[config.mk]
export PLATFORM = sky130hd
export DESIGN_NAME = inst_fetch_unit
export DESIGN_NICKNAME = d
export VERILOG_FILES = /design/src/rtl/riscv_pkg.sv /design/src/rtl/fetch_fifo.sv /design/src/rtl/inst_fetch_unit.sv
export SDC_FILE = /design/constraint.sdc
export NUM_CORES = 1
export LEC_CHECK = 0
export BUFFER_PORTS_ARGS = -buffer_cell sky130_fd_sc_hd__buf_2
export CORE_MARGIN = 3
export CORE_UTILIZATION = 50
export CTS_CLUSTER_SIZE = 24
export DETAILED_ROUTE_END_ITERATION = 16
export GPL_TIMING_DRIVEN = 1
export PLACE_DENSITY = 0.76
export SYNTH_ARGS = -nofsm -noshare
export SYNTH_HDL_FRONTEND = slang
export SYNTH_SLANG_ARGS = --single-unit
export TNS_END_PERCENT = 5
[constraint.sdc]
create_clock -name clk_i -period 14.7 [get_ports clk_i]
set_clock_uncertainty 0.2 [all_clocks]
set_input_delay 2.94 -clock clk_i [delete_from_list [all_inputs] [get_ports clk_i]]
set_output_delay 2.94 -clock clk_i [all_outputs]
set_load 0.02 [all_outputs]
[src/rtl/riscv_pkg.sv]
// Shared RISC-V core definitions: datapath widths, fetch-queue payload, PC step.
package riscv_pkg;

  localparam int unsigned XLEN    = 32;
  localparam int unsigned INST_W  = 32;
  localparam int unsigned PC_STEP = 4;

  typedef struct packed {
    logic [XLEN-1:0]   pc;
    logic [INST_W-1:0] inst;
  } fetch_entry_t;

endpackage

[src/rtl/fetch_fifo.sv]
// Synchronous fetch queue of {pc, inst} entries with flush, same-cycle push/pop and occupancy count.
module fetch_fifo
  import riscv_pkg::*;
#(
  parameter int unsigned DEPTH = 2,
  localparam int unsigned PW = $clog2(DEPTH),
  localparam int unsigned CW = PW + 1
) (
  input  logic         i_clk,
  input  logic         i_rst,
  input  logic         i_flush,
  input  logic         i_push,
  input  fetch_entry_t i_wdata,
  input  logic         i_pop,
  output fetch_entry_t o_rdata,
  output logic [CW-1:0] o_count
);

  fetch_entry_t   r_mem [DEPTH];
  logic [PW-1:0]  r_rd_ptr;
  logic [PW-1:0]  r_wr_ptr;
  logic [CW-1:0]  r_count;

  logic w_full;
  logic w_empty;
  logic w_wr_en;
  logic w_rd_en;

  assign w_full  = (r_count == CW'(DEPTH));
  assign w_empty = (r_count == '0);
  // A full queue still accepts a write when the head leaves in the same cycle.
  assign w_wr_en = i_push & (~w_full | i_pop) & ~i_flush;
  assign w_rd_en = i_pop & ~w_empty & ~i_flush;

  always_ff @(posedge i_clk or posedge i_rst) begin
    if (i_rst) begin
      r_rd_ptr <= '0;
      r_wr_ptr <= '0;
      r_count  <= '0;
    end else if (i_flush) begin
      r_rd_ptr <= '0;
      r_wr_ptr <= '0;
      r_count  <= '0;
    end else begin
      if (w_wr_en) r_wr_ptr <= r_wr_ptr + PW'(1);
      if (w_rd_en) r_rd_ptr <= r_rd_ptr + PW'(1);
      case ({w_wr_en, w_rd_en})
        2'b10:   r_count <= r_count + CW'(1);
        2'b01:   r_count <= r_count - CW'(1);
        default: r_count <= r_count;
      endcase
    end
  end

  // Storage is not reset; validity is tracked solely by the count.
  always_ff @(posedge i_clk) begin
    if (w_wr_en) r_mem[r_wr_ptr] <= i_wdata;
  end

  assign o_rdata = r_mem[r_rd_ptr];
  assign o_count = r_count;

endmodule

[src/rtl/inst_fetch_unit.sv]
// Instruction fetch: owns the PC, fetches from combinational imem into a small queue,
// and hands {pc, inst} to decode over valid/ready; execute redirects flush and restart.
module inst_fetch_unit
  import riscv_pkg::*;
#(
  parameter logic [XLEN-1:0] RESET_PC = 32'h0000_0000,
  parameter int unsigned     FQ_DEPTH = 2
) (
  input  logic                        clk_i,
  input  logic                        rst_i,
  input  logic                        redirect_i,
  input  logic [XLEN-1:0]             redirect_pc_i,
  output logic [XLEN-1:0]             imem_addr_o,
  input  logic [INST_W-1:0]           imem_inst_i,
  output logic                        valid_o,
  input  logic                        ready_i,
  output logic [INST_W-1:0]           inst_o,
  output logic [XLEN-1:0]             pc_o,
  output logic [$clog2(FQ_DEPTH):0]   fq_count_o
);

  localparam int unsigned CW = $clog2(FQ_DEPTH) + 1;

  logic [XLEN-1:0] r_pc;

  fetch_entry_t    w_wdata;
  fetch_entry_t    w_head;
  logic [CW-1:0]   w_count;
  logic            w_valid;
  logic            w_pop;
  logic            w_push;
  logic [XLEN-1:0] w_target;

  assign w_valid  = (w_count != '0);
  assign w_pop    = w_valid & ready_i;
  assign w_push   = ~redirect_i & ((w_count < CW'(FQ_DEPTH)) | w_pop);
  assign w_target = redirect_pc_i & ~XLEN'(3);
  assign w_wdata  = '{pc: r_pc, inst: imem_inst_i};

  // Redirect wins over sequential advance; PC holds while the queue is stalled.
  always_ff @(posedge clk_i or posedge rst_i) begin
    if (rst_i) begin
      r_pc <= RESET_PC;
    end else if (redirect_i) begin
      r_pc <= w_target;
    end else if (w_push) begin
      r_pc <= r_pc + XLEN'(PC_STEP);
    end
  end

  fetch_fifo #(
    .DEPTH (FQ_DEPTH)
  ) u_fetch_fifo (
    .i_clk   (clk_i),
    .i_rst   (rst_i),
    .i_flush (redirect_i),
    .i_push  (w_push),
    .i_wdata (w_wdata),
    .i_pop   (w_pop),
    .o_rdata (w_head),
    .o_count (w_count)
  );

  assign imem_addr_o = r_pc >> 2;
  assign valid_o     = w_valid;
  assign inst_o      = w_valid ? w_head.inst : '0;
  assign pc_o        = w_valid ? w_head.pc   : '0;
  assign fq_count_o  = w_count;

endmodule

Yosys cells after proc, flatten, opt, wreduce, memory -nomap -nowiden --
Memory sizes are Yosys's and may differ from the RTL's. Index checks and enable logic that the tools add are counted.
Word-level totals: flip-flop bits (word level) 36, bits in writable memories 128, output and inout bits 99, word-level logic and storage cells 43, memories 1
Memory list:
- u_fetch_fifo.r_mem | depth 2, width 64, read ports 1, clocked after memory_dff 0, wr ports 1, line fetch_fifo.sv:19 | fetch_entry_t r_mem [DEPTH];
Operators by class: add/sub/neg operators 5, $lt $le $gt $ge 1, equal/unequal tests 3, muxes and demuxes 12, bitwise operators 11, reductions and logical operators 6
Operators with widths (number):
- $mux 32 | 4
- $add 32x3->32 const B | 1
- $reduce_bool 2->1 | 4
- $and 1x1->1 | 6
- $mux 1 | 6
- $eq 2x2->1 const B | 2
- $pmux 2 s2 | 1
- $not 1->1 | 3
- $reduce_bool 3->1 | 1
- $add 1x1->1 const B | 2
- $add 2x1->2 const B | 1
- $eq 2x1->1 const B | 1
- $logic_not 2->1 | 1
- $lt 2x2->1 const B | 1
- $mux 2 | 1
- $or 1x1->1 | 2
- $sub 2x1->2 const B | 1

Longest topological paths before layout --
Gate-level depths: netlist of run 1.
depth in word-level cells 9, mapped depth 9, gate-level depth less buffers 7

Hierarchy --
A second synthesis of run 1 with hierarchy kept.
Second synthesis, totals: cell total of the unflattened synthesis 528, area total of the unflattened synthesis 7178.1 um2
By module, submodules not included:
- fetch_fifo | instances 1, cells each 227, area each 4849.7 um2, sequential area each 3943.8 um2
- inst_fetch_unit | instances 1, cells each 301, area each 2328.5 um2, sequential area each 750.7 um2

Worst setup path after synthesis of run 1 --
Ideal clock, no wire load.
path type input port to flip-flop, start input port ready_i, end memory u_fetch_fifo.r_mem[1][0] (netlist bit), enable pin, library setup time 0.571 ns, data arrival time 7.944 ns, required time 13.929 ns, path slack 5.985 ns, cell stages on the path 3, cell sequence nor2b_1 > nor2_1 > nor3b_1
On the way: cells in the longest elaborated chain, start to end 7, elaborated cells on any way between the ends 8, classes of those cells mux: 2; bitwise: 6
RTL lines:
- from (decl) | line inst_fetch_unit.sv:16 | input logic ready_i,
- $and 1x1->1 * | line inst_fetch_unit.sv:35 | assign w_pop = w_valid & ready_i;
- $or 1x1->1 | line inst_fetch_unit.sv:36 | assign w_push = ~redirect_i & ((w_count < CW'(FQ_DEPTH)) | w_pop);
- $and 1x1->1 | line inst_fetch_unit.sv:36
- $and 1x1->1 * (2 in a row) | line fetch_fifo.sv:32 | assign w_wr_en = i_push & (~w_full | i_pop) & ~i_flush;
- $mux 1 * | line fetch_fifo.sv:57 | if (w_wr_en) r_mem[r_wr_ptr] <= i_wdata;
- $mux 1 (not written as such) * | line fetch_fifo.sv:57
- to (decl) | line fetch_fifo.sv:19
Every way passes the cells marked *; elsewhere a longest branch is shown, timed or not.

Worst setup path in the final report of run 1 --
start register u_fetch_fifo.r_count[1] (netlist: u_fetch_fifo.o_count[1]), end output port pc_o[30]
On the way: cells in the longest elaborated chain, start to end 2
RTL lines:
- from (decl) | line fetch_fifo.sv:22 | logic [CW-1:0] r_count;
- from (signal assigned) | line fetch_fifo.sv:48 | 2'b10: r_count <= r_count + CW'(1);
- from (signal assigned) | line fetch_fifo.sv:49 | 2'b01: r_count <= r_count - CW'(1);
- from (signal assigned) | line fetch_fifo.sv:50 | default: r_count <= r_count;
- $reduce_bool 2->1 | line inst_fetch_unit.sv:34 | assign w_valid = (w_count != '0);
- $mux 32 | line inst_fetch_unit.sv:67 | assign pc_o = w_valid ? w_head.pc : '0;
- to (decl) | line inst_fetch_unit.sv:18 | output logic [XLEN-1:0] pc_o,
No other way between the ends.

==> impl_results.md, run 1 <==
* Max Cap Viol at 0
* DR iter-0 viols at 313
* CTS Buffer Depth at 2
* Final setup fails at 0
* Dpl cell area at 0.00762 mm²
* Number of synthesized flops with an enable pin at 124
* Clock transition at path regs at 60 ps
* Critical path launch point type: register
* First-pass DRT Iterations at 4
* Post-CTS sizing at 0
* Post-synth top area cell: edfxtp_1
* DRC at 0
* Reg2Reg Setup Slack at 11,870 ps
* Req. time, crit path at 11,560 ps
* Worst-path maximum fanout at 44
* Post-detail-place hpwl at 9130 µm
* Largest net degree at the start of global routing at 66
* Fmax at 0.182 GHz
* DP Cell Count at 798
* Die ar. at 0.0147 mm²
* Leakage at 3.26 nW
* Max H-tree Level at 4
* Setup TNS at 0 ps
* Share of cells above drive strength 1 at 0.328
* Ys async rst share at 0.215
* Fin. max-slew vios at 0
* Synth area leaders: edfxtp_1, dfrtp_1, mux2i_1
* Final hold vios at 0
* Num rows at 41
* Gpl congestion at 0.777
* Hold Crit Depth at 0
* Average cell area after synthesis at 13.7 µm²
* HP Class: register to register
* Initial core utilization at 0.519
* Final antenna-violating net count at 0
* Min-delay src: r_pc[31]$_DFFE_PP0N_
* Worst Reg-to-Reg Cells at 7
* Measured slew at the worst slew-check pin at 1130 ps
* Final period utilization at 0.374
* Clk Tree Root Cell: clkbuf_16
* CP Class: register to output port
* Die Y at 121 µm
* Input/output buffers at 160
* CTS tree: done
* Clk_lat worst skew at 420 ps
* Post-synth top flop: edfxtp_1
* Synthesized instance count at 485
* Via count at 4,253
* Fin crit period at 5500 ps
* Setup crit end kind: output port
* Register area share after synthesis at 0.687
* Share of the synthesized area in the top cell type at 0.559
* Largest vdd supply drop at 0.000102 V
* Vias in the first global route at 4,296
* Fin cells at 831
* Gr usage total at 0.197
* Total grt overflow at 0
* Unrepaired setup endpoints after global routing: no
* Critical R2R Capture: r_pc[28]$_DFFE_PP0N_
* Area Overhead vs Synth at 24.5%
* DRT Wirelength at 14,100 µm
* Postcts setup bufs at 0
* Arr. time, crit path at 2360 ps
* Pwr dens at 203 mW/mm²
* Design area at 0.00829 mm²
* Cts bufs inserted at 17
* First-pass GRT wire length at 22,000 µm
* Clock Sinks at 158
* Cts hold-fix bufs at 0
* Slew Limit Headroom at 0.249
* # IOs at 167
* DR vias/cell at 5.12
* Worst hold endpoint: u_fetch_fifo.r_mem[1][63]$_DFFE_PP_
* Synth Warn # at 0
* Outcome: finished, final reports clean
* Tot Pwr at 1.68 mW
* Finished Core Util at 0.647
* Core area at 0.0128 mm²
* Initial antenna violation count at 0
* Reg2reg start: u_fetch_fifo.o_count[1]$_DFFE_PP0P_
* Synth Cell Area at 0.00666 mm²
* Post-synthesis cell type count at 40
* Synth Register Bits at 158
* WL/cell at 16.9 µm
* Die W at 121 µm
* Nets at 716
## through the flow
stage | worst slack, ps | hold slack (ps)
after floorplan | 5990 | 319
after global placement | 9650 | 307
after detailed placement | 9610 | 334
after CTS | 9160 | 348
after global routing | 9000 | 359
final | 9200 | 331
## cell usage in the layout, fill, tap and decap left out, drive strengths merged, types with 2 or more instances in the layout
master  instances
edfxtp        124
clkbuf         17
inv             9
o21ai          29
conb            4
xnor2          24
and3            2
ha              3
nor3           10
or4             2
bufinv          6
nand4           7
mux2i          63
buf           166
xor2            8
dfrtp          34
nand3           9
or3             2
nor4            9
nand2          39
clkinv          8
nor2           72
## sequential cells by signal, indices dropped and copies added (netlist names)
name	flops
r_pc	30
u_fetch_fifo.o_count	2
u_fetch_fifo.r_mem	124
u_fetch_fifo.r_rd_ptr	1
u_fetch_fifo.r_wr_ptr	1
## power breakdown
| group | switching [mW] | internal (mW) |
|---|---|---|
| registers | 0.0758 | 0.604 |
| clock network | 0.168 | 0.318 |
| logic | 0.341 | 0.177 |
| total | 0.585 | 1.10 |
## how the worst max path moves through the flow
stage / from / end / slack [ps] / cells past startpoint
after floorplan: ready_i / u_fetch_fifo.r_mem[1][0]$_DFFE_PP_ / 5990 / 3
after global placement: u_fetch_fifo.o_count[1]$_DFFE_PP0P_ / pc_o[28] / 9650 / 5
after detailed placement: u_fetch_fifo.o_count[1]$_DFFE_PP0P_ / pc_o[24] / 9610 / 5
after CTS: u_fetch_fifo.o_count[1]$_DFFE_PP0P_ / pc_o[24] / 9160 / 5
after global routing: u_fetch_fifo.o_count[1]$_DFFE_PP0P_ / pc_o[24] / 9000 / 5
final: u_fetch_fifo.o_count[1]$_DFFE_PP0P_ / pc_o[30] / 9200 / 5
## critical path, stage by stage, from the launching register on
cell and delay [ps]:
dfrtp_1 490, inv_1 140, ha_2 490, buf_4 510
nor2_1 120, buf_2 180
## Yosys cell counts (4+ instances only)
master    count
nor3_1        6
nand2_1      39
o21ai_0      13
nor3_2        4
nand4_1       5
edfxtp_1    124
clkbuf_1     19
nor4_1        4
nor4_2        4
nand3_1       9
mux2i_1      63
buf_4         4
inv_1         9
o21ai_1      15
dfrtp_1      34
xnor2_1      24
xor2_1        8
nor2_1       72
## per-layer routing
| layer | up-vias | wire (µm) | track usage | part of all wire |
|---|---|---|---|---|
| li1 | 2054 | - | - | - |
| met1 | 2033 | 5910 | 0.244 | 0.42 |
| met2 | 145 | 6820 | 0.319 | 0.48 |
| met3 | 21 | 1020 | 0.0639 | 0.072 |
| met4 | 0 | 328 | 0.0812 | 0.023 |
| met5 | - | 0 | 0 | 0 |
## kinds of logic after synthesis
kind of cell | after synthesis | synth area share
flops | 158 | 0.687
simple gates | 156 | 0.116
other cells | 1 | 0.000563
buf+inv | 37 | 0.0244
xor+xnor | 32 | 0.0421
compound gates | 34 | 0.0286
mux | 64 | 0.0964
fa+ha+maj | 3 | 0.00564
## area by class of cell
cell class | count | area, µm²
diodes | 1 | 2.50
multi-input cells | 293 | 1950
repair buffers | 166 | 846
flip-flops and latches | 158 | 4580
clock inverters | 15 | 244
clock buffers | 17 | 425
inverters | 9 | 33.8
fillers | 996 | 4530
well taps | 172 | 215
Power figures use the tool's default switching activity.
==> run 2: changes to the inputs <==
- CORE_UTILIZATION: 50 -> 48
- clock period: 14.7 -> 4.9 ns (I/O delays scaled with it)
==> run 2 against run 1 <==
Against the previous run: register-to-register slack got worse by 10000 ps; routed wire length fell by 1.4%; worst hold slack gained 15 ps; clock power grew 140%; non-clock buffer count grew 1; combinational power rose to 3.0 times the previous value.
==> impl_results.md, run 2 (synthesis gave the netlist of run 1 again) <==
* Outcome: finished, final reports clean
* Num rows at 42 (+2.4%)
* Setup TNS at 0 ps (unchanged)
* Reg2reg start: u_fetch_fifo.o_count[1]$_DFFE_PP0P_
* Critical path destination: pc_o[6]
* FILL cells at 1,075 (+7.9%)
* Die Y at 124 µm (+2.0%)
* Postcts setup bufs at 0 (unchanged)
* Max reg flops at 124 (unchanged)
* Reg2Reg Setup Slack at 1840 ps (-10,030 ps)
* NetSw at 1.71 mW (+190%)
* Fmax at 0.292 GHz
* Max H-tree Level at 4 (unchanged)
* Measured slew at the worst slew-check pin at 1180 ps (+50.1 ps)
* P_int at 3.08 mW (+180%)
* WL met2 at 6960 µm (+2.1%)
* DRC at 0 (unchanged)
* Critical path launch point type: register
* Core area at 0.0134 mm² (+4.5%)
* Initial antenna violation count at 0 (unchanged)
* Die ar. at 0.0153 mm² (+4.0%)
* Gpl congestion at 0.764 (-1.6%)
* CP Class: register to output port
* Switching share of power at 0.357 (+0.00949)
* Design area at 0.00817 mm² (-1.4%)
* WL/cell at 16.6 µm (-1.7%)
* Seq pwr share at 0.427 (+0.023)
* CTS tree: done
* DP Cell Count at 803 (+0.63%)
* DR iter-0 viols at 262 (-16%)
* Post-CTS sizing at 0 (unchanged)
* Most frequent cells in the layout: buf_2, edfxtp_1, nor2_1
* Commonest non-fill, non-tap cell in the layout: buf_2
* Vias in the first global route at 4,174 (-2.8%)
* Final hold vios at 0 (unchanged)
* Die W at 124 µm (+2.0%)
* DR vias/cell at 5.08 (-0.73%)
* Total grt overflow at 0 (unchanged)
* Arr. time, crit path at 2250 ps (-110 ps)
* Cts hold-fix bufs at 0 (unchanged)
* FF/Latch Area at 0.00458 mm² (unchanged)
* Post-detail-place hpwl at 9180 µm (+0.61%)
* Initial core utilization at 0.497 (-0.0223)
* Largest vdd supply drop at 0.000327 V (+220%)
* Worst-path maximum fanout at 63 (+43%)
* Setup crit end kind: output port
* Clock Sinks at 158 (unchanged)
* Clock Power Share at 0.250 (-0.039)
* Critical Path Start: u_fetch_fifo.r_rd_ptr$_DFFE_PP0P_
* Clock transition at path regs at 60 ps (about the same)
* Slew Limit Headroom at 0.216 (-0.0334)
* # IOs at 167 (unchanged)
* Finished Core Util at 0.610 (-0.0365)
* Fin. max-slew vios at 0 (unchanged)
* Final period utilization at 0.699
* Final setup fails at 0 (unchanged)
* Top Layer Used: met4
* Unrepaired setup endpoints after global routing: no
* Largest net degree at the start of global routing at 65 (-1.5%)
* First-pass GRT wire length at 21,400 µm (-2.4%)
* Pwr dens at 585 mW/mm² (+190%)
* Biggest register: u_fetch_fifo.r_mem
* Dpl cell area at 0.00764 mm² (+0.25%)
* Critical R2R Capture: r_pc[17]$_DFFE_PP0N_
* Area of the multi-input gates at 0.00195 mm² (+0.32%)
* Final antenna-violating net count at 0 (unchanged)
* Clk Tree Root Cell: clkbuf_16
* Fin crit period at 3430 ps
* Met1 Wirelength at 5680 µm (-3.9%)
* Area Overhead vs Synth at 22.7%
* Fin cells at 834 (+0.36%)
* Combinational power share at 0.324 (+0.016)
* First-pass DRT Iterations at 4 (unchanged)
* Via count at 4,237 (-0.38%)
* DRT Wirelength at 13,900 µm (-1.4%)
* Clk_lat worst skew at 410 ps (about the same)
* Leakage at 3.20 nW (-1.8%)
* Worst Reg-to-Reg Cells at 8 (+1)
* Gr usage total at 0.186 (-0.0107)
* Share of cells above drive strength 1 at 0.316 (-0.0122)
* CTS Buffer Depth at 2 (unchanged)
* Input/output buffers at 160 (unchanged)
* Max Cap Viol at 0 (unchanged)
* HP Class: register to register
* Cts bufs inserted at 17 (unchanged)
* Req. time, crit path at 3720 ps (-7840 ps)
* Antenna cells at 0 (-1)
* WL met3 at 1150 µm (+12%)
* Nets at 717 (+0.14%)
[run 2: changes by cell type in the layout (fill, tap and decap cells not counted)]
cell,before,now
buf_4,6,7
clkbuf_1,0,2
nor3b_2,1,0
bufinv_16,6,2
clkinv_1,2,8
diode_2,1,0
clkinv_4,5,0
nor3b_4,0,1
[run 2: layer usage]
layer / vias to the layer above / global-route usage
met5: - / 0
met4: 0 / 0.0616
met3: 9 / 0.0590
met2: 137 / 0.306
met1: 2035 / 0.235
li1: 2056 / -
[run 2: worst min path at each step]
stage	startpoint	slack [ps]	cells after the start	to
after global routing	r_pc[31]$_DFFE_PP0N_	380	0	u_fetch_fifo.r_mem[1][63]$_DFFE_PP_
after floorplan	u_fetch_fifo.r_wr_ptr$_DFFE_PP0P_	320	2	u_fetch_fifo.r_wr_ptr$_DFFE_PP0P_
after detailed placement	r_pc[13]$_DFFE_PP0N_	340	0	u_fetch_fifo.r_mem[0][45]$_DFFE_PP_
after CTS	r_pc[31]$_DFFE_PP0N_	360	0	u_fetch_fifo.r_mem[0][63]$_DFFE_PP_
final	r_pc[31]$_DFFE_PP0N_	350	0	u_fetch_fifo.r_mem[0][63]$_DFFE_PP_
after global placement	r_pc[31]$_DFFE_PP0N_	310	0	u_fetch_fifo.r_mem[0][63]$_DFFE_PP_
[run 2: cell type report]
cell class / instances / share of cell area
flip-flops and latches: 158 / 0.560
well taps: 176 / 0.0269
inverters: 9 / 0.00413
clock buffers: 19 / 0.0530
clock inverters: 12 / 0.0126
multi-input cells: 293 / 0.239
repair buffers: 167 / 0.104
[run 2: critical path: stages, from the launching register on]
cell,delay [ps]
dfrtp_4,1130
mux2i_1,300
nor2_1,80
buf_2,200
[run 2: metrics by stage]
stage	power [mW]	setup slack, ps	hold slack, ps
finish	4.78	1470	346
global route	5.06	1390	376
CTS	4.85	1510	359
detailed placement	3.64	1490	337
global placement	3.60	1530	313
floorplan	3.10	-1700	318
[run 2: power by group through the flow]
stage / Sequential (mW) / Clock [mW] / Combinational (mW)
2_1_floorplan: 2.01 / 0 / 1.09
3_3_place_gp: 2.05 / 0 / 1.55
3_5_place_dp: 2.07 / 0 / 1.57
4_1_cts: 2.04 / 1.22 / 1.58
5_1_grt: 2.08 / 1.29 / 1.70
6_report: 2.04 / 1.19 / 1.55
